==> src/rtl/parity_display_pkg.sv <==
// Shared segment encodings for the parity-checked 7-segment display.
// Bit order is {g,f,e,d,c,b,a}, active-high (1 = segment lit).
package parity_display_pkg;

    typedef logic [6:0] seg7_t;

    localparam seg7_t SEG_BLANK = 7'b0000000;
    localparam seg7_t SEG_DASH  = 7'b1000000;

    localparam seg7_t SEG_HEX_0 = 7'b0111111;
    localparam seg7_t SEG_HEX_1 = 7'b0000110;
    localparam seg7_t SEG_HEX_2 = 7'b1011011;
    localparam seg7_t SEG_HEX_3 = 7'b1001111;
    localparam seg7_t SEG_HEX_4 = 7'b1100110;
    localparam seg7_t SEG_HEX_5 = 7'b1101101;
    localparam seg7_t SEG_HEX_6 = 7'b1111101;
    localparam seg7_t SEG_HEX_7 = 7'b0000111;
    localparam seg7_t SEG_HEX_8 = 7'b1111111;
    localparam seg7_t SEG_HEX_9 = 7'b1101111;
    localparam seg7_t SEG_HEX_A = 7'b1110111;
    localparam seg7_t SEG_HEX_B = 7'b1111100;
    localparam seg7_t SEG_HEX_C = 7'b0111001;
    localparam seg7_t SEG_HEX_D = 7'b1011110;
    localparam seg7_t SEG_HEX_E = 7'b1111001;
    localparam seg7_t SEG_HEX_F = 7'b1110001;

endpackage

==> src/rtl/hex_to_seg7.sv <==
// Combinational nibble-to-glyph decoder for one 7-segment digit.
// Always produces the active-high encoding; polarity is handled by the top.
module hex_to_seg7
    import parity_display_pkg::*;
(
    input  logic [3:0] nibble,
    output seg7_t      seg
);

    always_comb begin
        seg = SEG_BLANK;
        case (nibble)
            4'h0: seg = SEG_HEX_0;
            4'h1: seg = SEG_HEX_1;
            4'h2: seg = SEG_HEX_2;
            4'h3: seg = SEG_HEX_3;
            4'h4: seg = SEG_HEX_4;
            4'h5: seg = SEG_HEX_5;
            4'h6: seg = SEG_HEX_6;
            4'h7: seg = SEG_HEX_7;
            4'h8: seg = SEG_HEX_8;
            4'h9: seg = SEG_HEX_9;
            4'hA: seg = SEG_HEX_A;
            4'hB: seg = SEG_HEX_B;
            4'hC: seg = SEG_HEX_C;
            4'hD: seg = SEG_HEX_D;
            4'hE: seg = SEG_HEX_E;
            4'hF: seg = SEG_HEX_F;
            default: seg = SEG_BLANK;
        endcase
    end

endmodule

==> src/rtl/parity_display.sv <==
// Registered even-parity check and 7-segment decode of a 5-bit value.
// Define PARITY_DISPLAY_ACTIVE_LOW_EN to invert Segmentos for common-anode parts.
module parity_display
    import parity_display_pkg::*;
(
    input  logic       clk,
    input  logic       rst_n,
    input  logic [4:0] Valores,
    input  logic       Paridade,
    output logic [6:0] Segmentos,
    output logic       Validade
);

    logic  word_ok;
    seg7_t glyph;
    seg7_t seg_high;
    seg7_t seg_drive;

    assign word_ok = ~^{Valores, Paridade};

    hex_to_seg7 u_hex_to_seg7 (
        .nibble (Valores[3:0]),
        .seg    (glyph)
    );

    // Values above 15 have no hex glyph, so they show a dash instead.
    always_comb begin
        seg_high = SEG_BLANK;
        if (word_ok) begin
            seg_high = Valores[4] ? SEG_DASH : glyph;
        end
    end

`ifdef PARITY_DISPLAY_ACTIVE_LOW_EN
    localparam seg7_t SEG_RESET = ~SEG_BLANK;
    assign seg_drive = ~seg_high;
`else
    localparam seg7_t SEG_RESET = SEG_BLANK;
    assign seg_drive = seg_high;
`endif

    always_ff @(posedge clk or negedge rst_n) begin
        if (!rst_n) begin
            Segmentos <= SEG_RESET;
            Validade  <= 1'b0;
        end else begin
            Segmentos <= seg_drive;
            Validade  <= word_ok;
        end
    end

endmodule

==> config.mk <==
export PLATFORM = sky130hd
export DESIGN_NAME = parity_display
export DESIGN_NICKNAME = d
export VERILOG_FILES = /design/src/rtl/parity_display_pkg.sv /design/src/rtl/hex_to_seg7.sv /design/src/rtl/parity_display.sv
export SDC_FILE = /design/constraint.sdc
export NUM_CORES = 1
export LEC_CHECK = 0
export CORE_AREA = 2 2 42 44
export CTS_BUF_LIST = sky130_fd_sc_hd__clkbuf_8 sky130_fd_sc_hd__clkbuf_16
export DETAILED_ROUTE_END_ITERATION = 8
export DIE_AREA = 0 0 44 46
export PLACE_DENSITY = 0.7
export SETUP_SLACK_MARGIN = 0.1
export SYNTH_ARGS = -nofsm -noshare
export SYNTH_HDL_FRONTEND = slang
export SYNTH_HIERARCHICAL = 1
export SYNTH_SLANG_ARGS = --single-unit
==> constraint.sdc <==
create_clock -name clk -period 0.8 [get_ports clk]
set_input_delay 0.12 -clock clk [delete_from_list [all_inputs] [get_ports clk]]
set_output_delay 0.12 -clock clk [all_outputs]
set_load 0.02 [all_outputs]
==> summary.md, run 1 <==
| Metric | Value |
|---|---|
| HP Class | in -> async |
| TritonCTS Sinks | 8 |
| Final Non-Filler Cells | about 100 |
| Slowest-stage cell, CP | xnor3_2 |
| Failing checks | negative setup slack |
| Vias in the first global route | around 510 |
| Initial core utilization | 0.3884 |
| Worst vdd ir | roughly 0.87 mV |
| Post-Synthesis Net Count | just under 70 |
| Die Area | a little over 2000 sq um |
| Startpoint types | input port |
| HPWL Detailed | roughly 960 microns |
| Post-synthesis cell area | 626.9 sq um |
| Grt ovf | 0 |
| Met3 usage | 0.03571 |
| Die Ht | 46 microns |
| TNS Setup | -1735 ps |
| Seq cells post-synth | 8 |
| WL final | around 1.2 mm |
| Largest net degree at the start of global routing | 13 |
| Max clock buf depth | 2 |
| LEAKAGE | 0.5095 nW |
| Num rows | 15 |
| Power per cell area | 1514 nW/um^2 |
| Worst Path Max Fanout | 3 |
| H-tree levels | 1 |
| Clk pin slew, worst setup/hold paths | 40 ps |
| Setup ws final | -224.7 ps |
| Worst Path Required | about 910 ps |
| Hold WS | 160.8 ps |
| Setup CP Type | in -> reg |
| DRT iter0 DRCs | 3 |
| CTS Root Cell | clkbuf_8 |
| Setup-failing EPs final | 16 |
| Final Cycle Share | 1.281 |
| Avg WL per Cell | ~12 microns |
| Final cell utilization of the core | 0.7023 |
| Drt first pass iters | 4 |
| Final Net Count | between 100 and 150 |
| Minimum clock period | around 1000 ps |
| Initial antenna violation count | 0 |
| Placed cell areas | ~900 sq um |
| Tot GR Track Use | 0.1446 |
| Post-synth cell types | 25 |
| Critical-path cell list | buf_6, xnor3_2, xnor2_4, mux2_4 |
| Via count | 520 |
| Critical Path End Type | register |
| Gr busiest metal | met2 |
| Place WS | -1023 ps |
| Warnings, synthesis | 6 |
| Peak per-stage delay on the critical path | 450 ps |
| Buf/Inv on CP | 1 |
| Slew Limit Fails | 0 |
| DRC Markers | 0 |
| Num CTS Buffers | 3 |
| Met2 Usage GRT | 0.2588 |
| Crit path max-delay family | XOR/XNOR gates |
| GRT met1 Usage | 0.1387 |
| Die X | 44 microns |
| RSZ-0062 raised after global routing | true |
| Final Total Pwr | around 1.7 mW |
| DRT antenna net count | 0 |
| Max_cap viols | 0 |
| Fill cells | 113 |
| Syn Area/Cell | around 12 sq um |
| Fraction of layout cells with a size suffix above 1 | 0.7093 |
| Slew margin rel. | 0.7809 |
| Number of port buffers | 15 |
| Final instance area | about 1100 sq um |
| Cell total after placement | 100 |
| Post-CTS Hold Buffers | 0 |
| RePlAce Congestion | between 0.8 and 0.9 |
| Status | complete, but fails checks |
| IO Pins | 16 |
| First-pass GRT wire length | between 2 and 2.5 mm |
| Seq/Total Area, Yosys | 0.3194 |
| TritonCTS clock tree | done |
| Ant diodes | 0 |
| Post-synthesis cell count | 54 |
| Crit path arrival time | ~1100 ps |
| Critical Path Source | Paridade |
| Commonest non-fill, non-tap cell in the layout | buf_6 |
| Core footprint | 1614 sq um |
| Vias/cell | roughly 5 |
| F_max | about 1000 MHz |
| Slew @ Worst Pin | roughly 330 ps |
| Hold violation total from the final report | 0 |
| Most frequent cells in the layout | buf_6, buf_4, dfrtp_1 |
| Area grow syn2layout | 80.84% |
final timing paths:
| kind | endpoint | cells after the start |
|---|---|---|
| worst max-delay path | Segmentos[6]$_DFF_PN0_ | 4 |
| min in group clk | Segmentos[5]$_DFF_PN0_ | 4 |
| max in group asynchronous | Segmentos[0]$_DFF_PN0_ | 1 |
| worst min-delay path | Segmentos[2]$_DFF_PN0_ | 1 |
kinds of logic after synthesis:
family          Yosys count  synth area share
buf+inv                   8           0.06186
flops                     8            0.3194
compound gates            6           0.06986
xor+xnor                  4            0.1098
mux                       7            0.1517
simple gates             14            0.1477
fa+ha+maj                 7            0.1397
final cells by class:
type	instances	area, sq um	share of cell area
Timing Repair Buffer	32	327.8	0.2892
Clock buffer	3	41.29	0.03642
Tap cell	17	21.27	0.01876
Sequential cell	8	200.2	0.1766
Multi-Input combinational cell	38	506.7	0.4470
Inverter	5	36.28	0.03201
registers in the layout, summed over array words and instances (netlist names):
signal and flops:
Segmentos 7, Validade 1
cell usage after synthesis:
cell | n | area (sq um)
dfrtp_1 | 8 | 200.2
ha_1 | 7 | 87.58
nor3b_1 | 6 | 45.04
inv_1 | 5 | 18.77
a21oi_1 | 3 | 15.01
mux2_2 | 3 | 33.78
mux2i_1 | 2 | 20.02
nor2b_1 | 2 | 12.51
nor3_1 | 2 | 10.01
a31o_1 | 1 | 8.760
buf_1 | 1 | 3.750
buf_2 | 1 | 5.000
buf_6 | 1 | 11.26
mux2_4 | 1 | 15.01
mux4_1 | 1 | 26.28
nand2_1 | 1 | 3.750
nand2b_1 | 1 | 6.260
nand3b_1 | 1 | 7.510
o31a_2 | 1 | 10.01
o32a_1 | 1 | 10.01
or2b_1 | 1 | 7.510
xnor2_1 | 1 | 8.760
xnor2_4 | 1 | 27.53
xnor3_2 | 1 | 23.77
xor2_1 | 1 | 8.760
routing by layer:
layer / up-vias / routed length (microns)
met2: 22 / 677
met1: 239 / 441
li1: 254 / -
met3: 5 / 77
met5: - / 0
met4: 0 / 42
power breakdown:
group / switching [mW] / total (mW) / internal [mW]
sequential: 0.0264 / 0.497 / 0.470
clock: 0.140 / 0.464 / 0.324
combinational: 0.320 / 0.756 / 0.435
total: 0.487 / 1.72 / 1.23
timing repair:
item / 4_1_cts / 5_1_grt
buffers inserted: 0 / 0
endpoints found under the setup margin: 16 / 16
gates cloned: 0 / 0
pin swaps: 4 / 7
gates resized for setup: 92 / 24
Note: power is estimated with default switching activity, not from simulation.
==> run 2: changes to the inputs <==
- HOLD_SLACK_MARGIN: default -> 0.08
==> results of run 2 <==
Final layout, timing and power as in run 1 (identical DEF).
